==> config.mk <==
export PLATFORM = sky130hd
export DESIGN_NAME = ysyx_22050598_mem_bridge_flat
export DESIGN_NICKNAME = d
export VERILOG_FILES = /design/src/rtl/ysyx_22050598_mem_bridge_if.sv /design/src/rtl/ysyx_22050598_mem_bridge.sv /design/src/flat_wrapper.sv
export SDC_FILE = /design/constraint.sdc
export NUM_CORES = 1
export LEC_CHECK = 0
export CELL_PAD_IN_SITES_DETAIL_PLACEMENT = 0
export CELL_PAD_IN_SITES_GLOBAL_PLACEMENT = 1
export CORE_ASPECT_RATIO = 1.25
export CORE_MARGIN = 3
export CORE_UTILIZATION = 34
export CTS_BUF_LIST = sky130_fd_sc_hd__clkbuf_16
export CTS_CLUSTER_DIAMETER = 60
export CTS_CLUSTER_SIZE = 20
export DETAILED_ROUTE_END_ITERATION = 10
export PLACE_DENSITY_LB_ADDON = 0.1
export RECOVER_POWER = 100
export SYNTH_ARGS = -nofsm -noshare
export SYNTH_HDL_FRONTEND = slang
export SYNTH_SLANG_ARGS = --single-unit
==> constraint.sdc <==
create_clock -name clk -period 2.7 [get_ports clk]
set_clock_uncertainty 0.05 [all_clocks]
set_input_delay 0.675 -clock clk [delete_from_list [all_inputs] [get_ports clk]]
set_output_delay 0.675 -clock clk [all_outputs]
set_load 0.02 [all_outputs]
==> src/rtl/ysyx_22050598_mem_bridge_if.sv <==
`default_nettype none
// +-------------------------------------------------------------------+
// | ysyx_22050598_mem_bridge_if: LSU request/response + data-bus port  |
// | Rev 1.0                                                            |
// +-------------------------------------------------------------------+
interface ysyx_22050598_mem_bridge_if;
  logic        req_valid;
  logic        req_ready;
  logic        req_wen;
  logic [63:0] req_addr;
  logic [63:0] req_wdata;
  logic [1:0]  req_size;
  logic        req_unsigned;

  logic        rsp_valid;
  logic        rsp_ready;
  logic [63:0] rsp_rdata;
  logic        rsp_err;

  logic        bus_valid;
  logic        bus_ready;
  logic        bus_wen;
  logic [63:0] bus_addr;
  logic [63:0] bus_wdata;
  logic [7:0]  bus_wmask;
  logic        bus_rsp_valid;
  logic        bus_rsp_err;
  logic [63:0] bus_rdata;

  // Environment side: the load/store unit plus the memory it talks to.
  modport master (
    output req_valid, req_wen, req_addr, req_wdata, req_size, req_unsigned,
    output rsp_ready,
    output bus_ready, bus_rsp_valid, bus_rsp_err, bus_rdata,
    input  req_ready, rsp_valid, rsp_rdata, rsp_err,
    input  bus_valid, bus_wen, bus_addr, bus_wdata, bus_wmask
  );

  modport slave (
    input  req_valid, req_wen, req_addr, req_wdata, req_size, req_unsigned,
    input  rsp_ready,
    input  bus_ready, bus_rsp_valid, bus_rsp_err, bus_rdata,
    output req_ready, rsp_valid, rsp_rdata, rsp_err,
    output bus_valid, bus_wen, bus_addr, bus_wdata, bus_wmask
  );
endinterface
`default_nettype wire

==> src/rtl/ysyx_22050598_mem_bridge.sv <==
`default_nettype none
// +-------------------------------------------------------------------+
// | ysyx_22050598_mem_bridge: one-at-a-time LSU to data-bus bridge     |
// | Rev 1.0                                                            |
// +-------------------------------------------------------------------+
module ysyx_22050598_mem_bridge #(
  parameter int TO_W      = 8,
  parameter int TO_CYCLES = 255
) (
  input  wire                              clk,
  input  wire                              rst_n,
  ysyx_22050598_mem_bridge_if.slave        mb_io
);

  typedef enum logic [1:0] {
    S_IDLE = 2'd0,
    S_REQ  = 2'd1,
    S_WAIT = 2'd2,
    S_RESP = 2'd3
  } state_e;

  localparam logic [TO_W-1:0] TO_LIMIT = TO_W'(TO_CYCLES);

  state_e          state_q;
  logic [TO_W-1:0] cnt_q;
  logic [2:0]      off_q;
  logic [1:0]      size_q;
  logic            uns_q;

  logic            rsp_valid_q;
  logic            rsp_err_q;
  logic [63:0]     rsp_rdata_q;
  logic            bus_valid_q;
  logic            bus_wen_q;
  logic [63:0]     bus_addr_q;
  logic [63:0]     bus_wdata_q;
  logic [7:0]      bus_wmask_q;

  logic            misalign_d;
  logic [63:0]     wdata_d;
  logic [7:0]      mask_base_d;
  logic [7:0]      wmask_d;
  logic [63:0]     shifted_d;
  logic [63:0]     rdata_fmt_d;
  logic [TO_W-1:0] cnt_d;

  always_comb begin
    misalign_d  = 1'b0;
    wdata_d     = mb_io.req_wdata;
    mask_base_d = 8'hFF;
    unique case (mb_io.req_size)
      2'b00: begin
        wdata_d     = {8{mb_io.req_wdata[7:0]}};
        mask_base_d = 8'h01;
      end
      2'b01: begin
        wdata_d     = {4{mb_io.req_wdata[15:0]}};
        mask_base_d = 8'h03;
        misalign_d  = mb_io.req_addr[0];
      end
      2'b10: begin
        wdata_d     = {2{mb_io.req_wdata[31:0]}};
        mask_base_d = 8'h0F;
        misalign_d  = (mb_io.req_addr[1:0] != 2'b00);
      end
      default: begin
        wdata_d     = mb_io.req_wdata;
        mask_base_d = 8'hFF;
        misalign_d  = (mb_io.req_addr[2:0] != 3'b000);
      end
    endcase
    wmask_d = mb_io.req_wen ? (mask_base_d << mb_io.req_addr[2:0]) : 8'h00;
  end

  // Doubleword loads are always aligned, so the shift is zero and they pass through.
  always_comb begin
    shifted_d   = mb_io.bus_rdata >> {off_q, 3'b000};
    rdata_fmt_d = shifted_d;
    unique case (size_q)
      2'b00:   rdata_fmt_d = uns_q ? {56'd0, shifted_d[7:0]}
                                   : {{56{shifted_d[7]}}, shifted_d[7:0]};
      2'b01:   rdata_fmt_d = uns_q ? {48'd0, shifted_d[15:0]}
                                   : {{48{shifted_d[15]}}, shifted_d[15:0]};
      2'b10:   rdata_fmt_d = uns_q ? {32'd0, shifted_d[31:0]}
                                   : {{32{shifted_d[31]}}, shifted_d[31:0]};
      default: rdata_fmt_d = shifted_d;
    endcase
    cnt_d = cnt_q + 1'b1;
  end

  always_ff @(posedge clk or negedge rst_n) begin
    if (!rst_n) begin
      state_q     <= S_IDLE;
      cnt_q       <= '0;
      off_q       <= 3'd0;
      size_q      <= 2'd0;
      uns_q       <= 1'b0;
      rsp_valid_q <= 1'b0;
      rsp_err_q   <= 1'b0;
      rsp_rdata_q <= 64'd0;
      bus_valid_q <= 1'b0;
      bus_wen_q   <= 1'b0;
      bus_addr_q  <= 64'd0;
      bus_wdata_q <= 64'd0;
      bus_wmask_q <= 8'd0;
    end else begin
      unique case (state_q)
        S_IDLE: begin
          if (mb_io.req_valid) begin
            bus_wen_q   <= mb_io.req_wen;
            bus_addr_q  <= {mb_io.req_addr[63:3], 3'b000};
            bus_wdata_q <= wdata_d;
            bus_wmask_q <= wmask_d;
            off_q       <= mb_io.req_addr[2:0];
            size_q      <= mb_io.req_size;
            uns_q       <= mb_io.req_unsigned;
            if (misalign_d) begin
              state_q     <= S_RESP;
              rsp_valid_q <= 1'b1;
              rsp_err_q   <= 1'b1;
              rsp_rdata_q <= 64'd0;
            end else begin
              state_q     <= S_REQ;
              bus_valid_q <= 1'b1;
            end
          end
        end
        S_REQ: begin
          if (mb_io.bus_ready) begin
            state_q     <= S_WAIT;
            bus_valid_q <= 1'b0;
            cnt_q       <= '0;
          end
        end
        S_WAIT: begin
          cnt_q <= cnt_d;
          // A response on the expiry cycle takes priority over the timeout.
          if (mb_io.bus_rsp_valid) begin
            state_q     <= S_RESP;
            rsp_valid_q <= 1'b1;
            rsp_err_q   <= mb_io.bus_rsp_err;
            rsp_rdata_q <= (mb_io.bus_rsp_err || bus_wen_q) ? 64'd0 : rdata_fmt_d;
          end else if (cnt_d == TO_LIMIT) begin
            state_q     <= S_RESP;
            rsp_valid_q <= 1'b1;
            rsp_err_q   <= 1'b1;
            rsp_rdata_q <= 64'd0;
          end
        end
        S_RESP: begin
          if (mb_io.rsp_ready) begin
            state_q     <= S_IDLE;
            rsp_valid_q <= 1'b0;
          end
        end
        default: state_q <= S_IDLE;
      endcase
    end
  end

  assign mb_io.req_ready = (state_q == S_IDLE);
  assign mb_io.rsp_valid = rsp_valid_q;
  assign mb_io.rsp_err   = rsp_err_q;
  assign mb_io.rsp_rdata = rsp_rdata_q;
  assign mb_io.bus_valid = bus_valid_q;
  assign mb_io.bus_wen   = bus_wen_q;
  assign mb_io.bus_addr  = bus_addr_q;
  assign mb_io.bus_wdata = bus_wdata_q;
  assign mb_io.bus_wmask = bus_wmask_q;

endmodule
`default_nettype wire

==> src/flat_wrapper.sv <==
// flat-port wrapper written by rule: the top's interface ports become plain ports
module ysyx_22050598_mem_bridge_flat 
#(
  parameter int TO_W      = 8,
  parameter int TO_CYCLES = 255
)
  (clk, rst_n, mb_io_req_valid, mb_io_req_wen, mb_io_req_addr, mb_io_req_wdata, mb_io_req_size, mb_io_req_unsigned, mb_io_rsp_ready, mb_io_bus_ready, mb_io_bus_rsp_valid, mb_io_bus_rsp_err, mb_io_bus_rdata, mb_io_req_ready, mb_io_rsp_valid, mb_io_rsp_rdata, mb_io_rsp_err, mb_io_bus_valid, mb_io_bus_wen, mb_io_bus_addr, mb_io_bus_wdata, mb_io_bus_wmask);
  ysyx_22050598_mem_bridge_if mb_io_i ();
  input  wire clk;
  input  wire rst_n;
  input wire logic [$bits(mb_io_i.req_valid)-1:0] mb_io_req_valid;
  input wire logic [$bits(mb_io_i.req_wen)-1:0] mb_io_req_wen;
  input wire logic [$bits(mb_io_i.req_addr)-1:0] mb_io_req_addr;
  input wire logic [$bits(mb_io_i.req_wdata)-1:0] mb_io_req_wdata;
  input wire logic [$bits(mb_io_i.req_size)-1:0] mb_io_req_size;
  input wire logic [$bits(mb_io_i.req_unsigned)-1:0] mb_io_req_unsigned;
  input wire logic [$bits(mb_io_i.rsp_ready)-1:0] mb_io_rsp_ready;
  input wire logic [$bits(mb_io_i.bus_ready)-1:0] mb_io_bus_ready;
  input wire logic [$bits(mb_io_i.bus_rsp_valid)-1:0] mb_io_bus_rsp_valid;
  input wire logic [$bits(mb_io_i.bus_rsp_err)-1:0] mb_io_bus_rsp_err;
  input wire logic [$bits(mb_io_i.bus_rdata)-1:0] mb_io_bus_rdata;
  output wire logic [$bits(mb_io_i.req_ready)-1:0] mb_io_req_ready;
  output wire logic [$bits(mb_io_i.rsp_valid)-1:0] mb_io_rsp_valid;
  output wire logic [$bits(mb_io_i.rsp_rdata)-1:0] mb_io_rsp_rdata;
  output wire logic [$bits(mb_io_i.rsp_err)-1:0] mb_io_rsp_err;
  output wire logic [$bits(mb_io_i.bus_valid)-1:0] mb_io_bus_valid;
  output wire logic [$bits(mb_io_i.bus_wen)-1:0] mb_io_bus_wen;
  output wire logic [$bits(mb_io_i.bus_addr)-1:0] mb_io_bus_addr;
  output wire logic [$bits(mb_io_i.bus_wdata)-1:0] mb_io_bus_wdata;
  output wire logic [$bits(mb_io_i.bus_wmask)-1:0] mb_io_bus_wmask;
  assign mb_io_i.req_valid = mb_io_req_valid;
  assign mb_io_i.req_wen = mb_io_req_wen;
  assign mb_io_i.req_addr = mb_io_req_addr;
  assign mb_io_i.req_wdata = mb_io_req_wdata;
  assign mb_io_i.req_size = mb_io_req_size;
  assign mb_io_i.req_unsigned = mb_io_req_unsigned;
  assign mb_io_i.rsp_ready = mb_io_rsp_ready;
  assign mb_io_i.bus_ready = mb_io_bus_ready;
  assign mb_io_i.bus_rsp_valid = mb_io_bus_rsp_valid;
  assign mb_io_i.bus_rsp_err = mb_io_bus_rsp_err;
  assign mb_io_i.bus_rdata = mb_io_bus_rdata;
  assign mb_io_req_ready = mb_io_i.req_ready;
  assign mb_io_rsp_valid = mb_io_i.rsp_valid;
  assign mb_io_rsp_rdata = mb_io_i.rsp_rdata;
  assign mb_io_rsp_err = mb_io_i.rsp_err;
  assign mb_io_bus_valid = mb_io_i.bus_valid;
  assign mb_io_bus_wen = mb_io_i.bus_wen;
  assign mb_io_bus_addr = mb_io_i.bus_addr;
  assign mb_io_bus_wdata = mb_io_i.bus_wdata;
  assign mb_io_bus_wmask = mb_io_i.bus_wmask;
  ysyx_22050598_mem_bridge #(.TO_W(TO_W), .TO_CYCLES(TO_CYCLES)) u_core (.clk(clk), .rst_n(rst_n), .mb_io(mb_io_i));
endmodule
==> metrics.cfg <==
[timing]
rsz0062_at_grt = no
fin_tns_setup_ns = 0
min_period_over_period = 0.960
tightest_slew_ns = 1.05
setup_viol = 0
maxSlewHeadroom = 0.297
post-route-min-period_ns = 2.59
setup_ws_ns = 0.107
finalMaxSlewViolations = 0
hold_viol = 0
max_freq_ghz = 0.386

[global_route]
grt_start_max_net_pins = 64
grt_pass1_vias = 10400
grtUsageTotal = 0.235
use_met2 = 0.419
grtUsageMet1 = 0.276
grt.busiest_layer = met2
grt_use_met3 = 0.0688
grt_pass1_wl_mm = 64.1
globalRouteOverflowTotal = 0
antenna_found_initial = 1

[setup_path]
cp_max_fo = 4
cp_data_arrival_time_ns = 1.87
start_kind = register
path_class = reg -> out
critPathCaptureType = output port
required_ns = 1.98

[finish]
drive_gt1_frac = 0.149
area_growth_pct = 49.4
final_cell_mix = dfrtp_1 (215), dlygate4sd3_1 (203), clkdlybuf4s50_1 (199), nand2_1 (118), o21ai_0 (108)
final_cells = 1886
mostFrequentLayoutCell = dfrtp_1
final_nets = 1666

[synth]
yosys_warnings = 0
synth_area_um2 = 11100
synth_cell_type_count = 58
async_flop_share = 1.00
syn_avg_cell_area_um2 = 10.6
yosysSeqAreaShare = 0.487
synth_edf_count = 0
synth_flop_cell = dfrtp_1
ys_ff_latch = 217
synthCells = 1047

[die]
core_area_um2 = 32100
ios = 408
die_x_um = 168
die_h_um = 208
initial_core_util = 0.348
die-area_um2 = 35000
rows = 73

[place]
gp_congestion = 0.956
dp_worst_setup_slack_ns = -0.162
hpwl_mm = 32.4
dp.cells = 1843
port_buffers = 404

[route]
drt_wl_total_mm = 41.9
first_iter_violations = 627
wire_per_inst_um = 22.2
vias_per_cell = 5.27
drtPass1Iterations = 5
num_vias = 9935
ant_nets = 0
drc = 0

[min_path]
hp-class = reg -> reg

[cts]
cts_tree = built
cts_buffers = 23
root_buffer = clkbuf_16
clockBufferDepth = 3
clock_latency_ns = 0.53
path_clk_slew_ns = 0.07
cts_resized = 0
h-tree-depth = 1
clock_sinks = 217

[pwr]
ir_drop_mv = 0.733
power_density_nw_per_um2 = 1130
leakagePower_nw = 7.48
finalPower_mw = 18.8

[status]
status = finished clean

[flow_run]
max_cap_viol_count = 0

[worst max-delay path: stages, from the launching register on]
cell,delay [ns]
dfrtp_1,0.42
inv_1,0.10
ha_1,0.18
clkdlybuf4s50_1,0.63
[cells by family (layout without fill, tap and decap cells)]
logic type	Yosys count	after routing	share of synthesized area
multiplexers	173	173	0.182
XOR/XNOR	3	3	0.00236
adder cells (fa/ha/maj)	6	6	0.00673
AND/OR/NAND/NOR	226	226	0.0905
flip-flops	217	217	0.487
other	1	4	0.000336
AO/OA/AOI/OAI	306	306	0.187
buffers and inverters	115	539	0.0446
[layout make-up]
class / count / area, um^2
Inverter: 27 / 101
Timing Repair Buffer: 471 / 4540
Tap cell: 412 / 515
Multi-Input combinational cell: 717 / 5240
Antenna cell: 1 / 2.50
Clock buffer: 23 / 576
Sequential cell: 217 / 5430
Fill cell: 2962 / 15400
Clock inverter: 18 / 251
[synthesized netlist by cell type (all sizes together) (3+ instances only)]
cell | number | area share
nor2b | 11 | 0.0062
nand3 | 6 | 0.0027
nand2 | 119 | 0.040
mux2i | 66 | 0.059
a211o | 3 | 0.0024
a21oi | 29 | 0.014
o21ai | 108 | 0.048
nand2b | 8 | 0.0045
ha | 6 | 0.0067
o41ai | 4 | 0.0031
nor2 | 46 | 0.015
a22o | 26 | 0.020
buf | 33 | 0.017
o2bb2ai | 15 | 0.012
dfrtp | 217 | 0.49
o22ai | 23 | 0.013
a221o | 21 | 0.019
nand4 | 9 | 0.0050
o31a | 5 | 0.0039
a31oi | 3 | 0.0017
o31ai | 16 | 0.011
a211oi | 14 | 0.0094
and2 | 10 | 0.0056
a21o | 9 | 0.0067
mux2 | 93 | 0.094
a221oi | 6 | 0.0047
and3 | 6 | 0.0034
clkbuf | 55 | 0.019
mux4 | 14 | 0.028
or2 | 3 | 0.0017
inv | 27 | 0.0091
o22a | 3 | 0.0024
o21a | 11 | 0.0074
[where the power goes]
part / internal [mW] / switching [mW]
sequential: 4.66 / 0.829
clock: 1.80 / 1.64
combinational: 4.36 / 5.47
[flip-flops by register name (all words and copies together), names as in the netlist, 2 cells and up]
register and flops:
u_core.off_q 3, u_core.size_q 2, u_core.cnt_q 8, u_core.state_q 2, u_core.mb_io.rsp_rdata 64, u_core.mb_io.bus_wdata 64, u_core.mb_io.bus_wmask 8, u_core.mb_io.bus_addr 61
[metrics by stage]
step / util / instance area, um^2 / hold slack, ns
after global routing: 0.519 / 16700 / 0.450
after detailed placement: 0.497 / 15900 / 0.415
after global placement: 0.497 / 15900 / 0.408
final: 0.519 / 16700 / 0.425
after floorplan: - / 11200 / 0.329
after CTS: 0.523 / 16800 / 0.437
[path summary, 6_finish.rpt]
| kind | cells after the start | slack [ns] | end | start |
|---|---|---|---|---|
| max | 3 | 0.11 | mb_io_req_ready | u_core.state_q[0] |
| min | 2 | 0.43 | u_core.mb_io.bus_wdata[15] | u_core.mb_io.bus_wdata[15] |
| max reg2reg | 8 | 0.16 | u_core.mb_io.rsp_rdata[11] | u_core.cnt_q[0] |
| min reg2reg | 2 | 0.43 | u_core.mb_io.bus_wdata[15] | u_core.mb_io.bus_wdata[15] |
| max in group asynchronous | 3 | 0.35 | u_core.mb_io.rsp_rdata[42] | rst_n |
| min in group asynchronous | 2 | 0.83 | u_core.cnt_q[6] | rst_n |
[layer usage]
metal	routed length, um	share of wire
met5	0	0
met2	21300	0.51
met4	911	0.022
met3	3460	0.083
met1	16200	0.39
[repair_timing]
item                                   CTS  global route
endpoints found under the hold margin   35             0
setup buffers                            0             0
hold buffers                             1             0
setup endpoints to repair                0             1
No activity file was read; power rests on OpenSTA's default activity.
==> edit 1, RTL diff (same settings) <==
Re-encode `state_e` (4 states) as one-hot, 4 bits wide.
--- a/src/rtl/ysyx_22050598_mem_bridge.sv
+++ b/src/rtl/ysyx_22050598_mem_bridge.sv
@@ -12,11 +12,11 @@
   ysyx_22050598_mem_bridge_if.slave        mb_io
 );
 
-  typedef enum logic [1:0] {
-    S_IDLE = 2'd0,
-    S_REQ  = 2'd1,
-    S_WAIT = 2'd2,
-    S_RESP = 2'd3
+  typedef enum logic [3:0] {
+    S_IDLE = 4'b0001,
+    S_REQ  = 4'b0010,
+    S_WAIT = 4'b0100,
+    S_RESP = 4'b1000
   } state_e;
 
   localparam logic [TO_W-1:0] TO_LIMIT = TO_W'(TO_CYCLES);
Function: no difference found for any inputs over 4 cycles, from zero or initial values and one cycle with rst_n low; so few cycles prove little.
==> edit 1 against the original RTL <==
  * Hold slack lost 0.0057 ns
  * Die area grew 1.7%
  * Synthesized area grew 1.8%
  * Combinational power shrank 13%
  * Count of clock-buffer cells in the layout shrank 3
  * Power shrank 10%
  * Setup slack gained 0.059 ns
  * The flow now finishes with violations (capacitance limit, slew limit)
  * Sequential cell count grew 2
  * Final area grew 1.1%
  * Largest cell class unchanged
  * Wire length grew 1.9%
==> edit 1: results (changes against the original RTL) <==
CP Max Fanout=7 (+3); NumNets Final=1832 (+10%); initial antenna violation count=2 (+1); Max VDD drop=0.000594 V (-19%); RePlAce Congestion=0.919 (-3.8%); final max-slew violation count=53 (+53); CP arrival=1.81 ns (-0.06 ns); Num CTS Buffers=20 (-13%); Max-Cap Viols=1 (+1); GRT Util Overall=0.234 (-0.000409); Hold WS=0.419 ns (-0.00573 ns); Cells after DPL=2023 (+9.8%); dominant synthesized flop cell=dfrtp_1; Vias=10600 (+6.4%); synthesized instance count=1229 (+17%); LEAKAGE=7.82 nW (+4.5%); worst-case clock buffer depth=3 (unchanged); Synth area leaders=dfrtp_1 48%, nand2_1 12%, mux2i_1 7.4%, a22o_1 4.9%, o21ai_0 3.3%; layout cell share with drive strength beyond 1=0.0920 (-0.0567); area occupied by multi-input gates=5400 sq um (+3.0%); pin count of the biggest net entering global routing=65 (+1.6%); Slew headroom=-0.0366 (-0.333); FF-to-FF Start=u_core.off_q[2]; Placed Area=16200 sq um (+1.9%); Via density=5.13 (-2.6%); status=finished with violations; Seq/Total Area, Yosys=0.483 (-0.00396); first-pass GRT wire length=65.4 mm (+2.0%); clock latency on the worst-skew pair=0.50 ns (-0.03 ns); worst setup path start=u_core.state_q[0]; library cells used by synthesis=65 (+12%); detailed placement HPWL=32.2 mm (-0.43%); violated checks=capacitance limit, slew limit; Critical Path Sink=mb_io_req_ready; drt initial violations=685 (+9.3%); Worst R2R End=u_core.mb_io.rsp_rdata[38]; Hold Path Origin=u_core.mb_io.bus_addr[30]; R2R setup slack=0.25 ns (+0.09 ns); top post-synthesis cells by count=366 x nand2_1, 218 x dfrtp_1, 84 x mux2i_1; Filler cells=3095 (+4.5%); Hold EP=u_core.mb_io.bus_addr[30]; wire per inst=20.7 microns (-6.7%)
edit 1: cell families (layout without fill, tap and decap cells):
| logic type | Yosys count | count (layout) | share of synthesized area |
|---|---|---|---|
| other cells | 1 | 5 | 0.000330 |
| flops | 219 | 219 | 0.483 |
| fa+ha+maj | 2 | 2 | 0.00220 |
| buf+inv | 114 | 524 | 0.0430 |
| mux | 122 | 122 | 0.121 |
| xor+xnor | 1 | 1 | 0.000772 |
| compound gates | 305 | 305 | 0.180 |
| simple gates | 465 | 465 | 0.170 |
edit 1: routing by layer:
layer,track usage,share of wire
met1,0.285,0.39
met2,0.401,0.49
met3,0.0662,0.082
met4,0.0782,0.034
met5,0,0.00040
edit 1: worst max-delay path: stages (launching register included):
cell and delay (ns):
dfstp_2 0.61, nor4b_4 0.31, dlygate4sd2_1 0.39
edit 1: final cells by class:
| class | instances | share of cell area |
|---|---|---|
| antenna | 2 | 0.000297 |
| inverter | 12 | 0.00268 |
| clock buffer | 20 | 0.0297 |
| timing repair buffer | 476 | 0.279 |
| tap | 418 | 0.0311 |
| multi-input combinational | 898 | 0.320 |
| sequential | 219 | 0.326 |
| clock inverter | 16 | 0.0114 |
edit 1: where the power goes:
group          switching (W)  internal, W
clock                0.00140      0.00168
combinational        0.00505      0.00355
sequential          0.000780      0.00438
edit 1: timing repair:
action / CTS / global route
endpoints found under the setup margin: 1 / 0
gates resized for setup: 1 / 0
setup buffers: 0 / 0
edit 1: stage by stage:
stage                     setup TNS (ns)  worst slack [ns]
after floorplan                        0             0.439
after global placement             -2.98           -0.0854
after detailed placement           -3.20           -0.0972
after CTS                              0             0.117
after global routing                   0            0.0637
final                                  0             0.166
==> edit 2, RTL diff (config.mk and constraints unchanged) <==
Without the edit above. `TO_W` is set to 8 in 2 places; all go to 12.
--- a/src/rtl/ysyx_22050598_mem_bridge.sv
+++ b/src/rtl/ysyx_22050598_mem_bridge.sv
@@ -4,7 +4,7 @@
 // | Rev 1.0                                                            |
 // +-------------------------------------------------------------------+
 module ysyx_22050598_mem_bridge #(
-  parameter int TO_W      = 8,
+  parameter int TO_W      = 12,
   parameter int TO_CYCLES = 255
 ) (
   input  wire                              clk,
--- a/src/flat_wrapper.sv
+++ b/src/flat_wrapper.sv
@@ -1,7 +1,7 @@
 // flat-port wrapper written by rule: the top's interface ports become plain ports
 module ysyx_22050598_mem_bridge_flat 
 #(
-  parameter int TO_W      = 8,
+  parameter int TO_W      = 12,
   parameter int TO_CYCLES = 255
 )
   (clk, rst_n, mb_io_req_valid, mb_io_req_wen, mb_io_req_addr, mb_io_req_wdata, mb_io_req_size, mb_io_req_unsigned, mb_io_rsp_ready, mb_io_bus_ready, mb_io_bus_rsp_valid, mb_io_bus_rsp_err, mb_io_bus_rdata, mb_io_req_ready, mb_io_rsp_valid, mb_io_rsp_rdata, mb_io_rsp_err, mb_io_bus_valid, mb_io_bus_wen, mb_io_bus_addr, mb_io_bus_wdata, mb_io_bus_wmask);
Behaviour: same outputs for any inputs over 4 cycles, from zero or initial values and one cycle with rst_n low; that may be too few to reach the edited logic, so the function may still have changed.
==> edit 2 against the original RTL <==
  * The flow now finishes with violations (capacitance limit, slew limit)
  * Highest routed layer is now met5
  * Via count increased by 3.7%
  * Power decreased by 1.4%
  * Hold slack got worse by 0.0020 ns
  * Final area increased by 3.0%
  * Largest power group unchanged
  * Synthesized area increased by 2.3%
  * Critical endpoint is now u_core.mb_io.rsp_rdata[13]
  * Sequential cell count increased by 4
  * Wire length increased by 2.7%
  * Final cell count increased by 2.6%
  * Setup slack improved by 0.077 ns
==> edit 2: results (changes against the original RTL) <==
status=finished with violations; violated checks=capacitance limit, slew limit; worst-case clock buffer depth=3 (unchanged); dominant synthesized flop cell=dfrtp_1; top post-synthesis cells by count=221 x dfrtp_1, 116 x nand2_1, 110 x o21ai_0; # resized after CTS=1 (+1); number of global-route vias before repair=10800 (+3.4%); Critical Path Max Stage Delay=0.43 ns (-0.20 ns); initial antenna violation count=2 (+1); sw frac=0.420 (-0.00299); LEAKAGE=7.86 nW (+5.1%); setup bufs post-CTS=0 (unchanged); wire per inst=22.2 microns (about the same); NumNets Final=1710 (+2.6%); CP arrival=2.89 ns (+1.02 ns); # diodes=0 (-1); library cells used by synthesis=60 (+3.4%); clock root buffer=clkbuf_16; pin count of the biggest net entering global routing=90 (+41%); Max VDD drop=0.000754 V (+2.9%); Top delay family on crit path=compound AO/OA/AOI/OAI gates; layout cell share with drive strength beyond 1=0.163 (+0.0141); worst setup path start=u_core.cnt_q[1]; clock latency on the worst-skew pair=0.54 ns; RePlAce Congestion=0.879 (-8.1%); final max-slew violation count=61 (+61); post-route insts no fill=1935 (+2.6%); synthesized area per cell=10.7 sq um (about the same); Synth area leaders=dfrtp_1 48%, mux2_2 8.8%, mux2i_1 6.3%, o21ai_0 4.8%, nand2_1 3.8%; HP Class=register to register; CP Max Fanout=25 (+21); GRT Util Overall=0.234 (-0.000697); first-pass GRT wire length=64.8 mm (+1.1%); Worst path slowest cell=dfrtp_1; Max-Cap Viols=1 (+1); Seq/Total Area, Yosys=0.485 (-0.00207); ys async rst share=1.00 (unchanged); Num CTS Buffers=22 (-4.3%); drt initial violations=637 (+1.6%); Placed Area=16400 sq um (+3.0%); Vias=10300 (+3.7%); Synth Warn #=0 (unchanged); # H-tree levels=1 (unchanged); Worst-path clk slew=0.08 ns; Hold Path Origin=u_core.mb_io.bus_wdata[32]; detailed placement HPWL=33.0 mm (+2.0%); worst-margin pin slew=1.67 ns (+0.612 ns)
## edit 2: cell count changes after synthesis, moves of 13 or more
cell,before,now
a221o_1,21,0
a22o_1,26,40
inv_1,26,13
a21o_1,8,25
a21oi_1,28,55
## edit 2: worst reg2reg max path, cell delays in order, from the launching register on
cell and delay [ns]:
dfrtp_1 0.43, ha_1 0.34, nand3_1 0.18, xnor2_1 0.17, o211ai_1 0.15, a2111oi_4 0.35, buf_4 0.20, o21bai_4 0.10
buf_12 0.18, a22o_1 0.25
## edit 2: final cells by class
| class | count | area (sq um) |
|---|---|---|
| clock buffers | 22 | 551 |
| clock inverters | 18 | 258 |
| fillers | 2996 | 15700 |
| inverters | 14 | 52.6 |
| multi-input cells | 747 | 5450 |
| flip-flops and latches | 221 | 5540 |
| well taps | 418 | 523 |
| repair buffers | 495 | 4790 |
## edit 2: cells by family after synthesis
kind of cell	share of synthesized area
AO/OA/AOI/OAI	0.194
other	0.000329
adder cells (fa/ha/maj)	0.00658
multiplexers	0.187
AND/OR/NAND/NOR	0.0866
XOR/XNOR	0.00230
flip-flops	0.485
buffers and inverters	0.0388
## edit 2: final timing paths
| check | endpoint | slack [ns] | depth (start not counted) |
|---|---|---|---|
| worst max-delay path | u_core.mb_io.rsp_rdata[13] | 0.18 | 9 |
| min in group asynchronous | u_core.mb_io.rsp_rdata[4] | 0.48 | 1 |
| worst min-delay path | u_core.mb_io.bus_wdata[32] | 0.42 | 2 |
| max in group asynchronous | u_core.mb_io.bus_addr[20] | 0.46 | 2 |
| worst max register to register | u_core.mb_io.rsp_rdata[13] | 0.18 | 9 |
| worst min register to register | u_core.mb_io.bus_wdata[32] | 0.42 | 2 |
## edit 2: per-stage QoR
step	setup TNS, ns	power (W)	worst slack, ns
after detailed placement	-10.28	0.0157	-0.234
after global routing	0	0.0196	0.0148
final	0	0.0185	0.184
after global placement	-6.91	0.0156	-0.201
after floorplan	0	0.0108	0.135
after CTS	0	0.0192	0.108
## edit 2: power by group through the flow
stage	Sequential, W	Clock, W	Combinational (W)
final	0.00541	0.00343	0.00965
after global routing	0.00559	0.00367	0.0104
after CTS	0.00548	0.00354	0.0102
after detailed placement	0.00551	0	0.0102
after global placement	0.00548	0	0.0102
after floorplan	0.00675	0	0.00405
## edit 2: routing by layer
layer | track usage | part of all wire
met1 | 0.278 | 0.38
met2 | 0.402 | 0.49
met3 | 0.0751 | 0.092
met4 | 0.0762 | 0.032
met5 | 0 | 0.00030
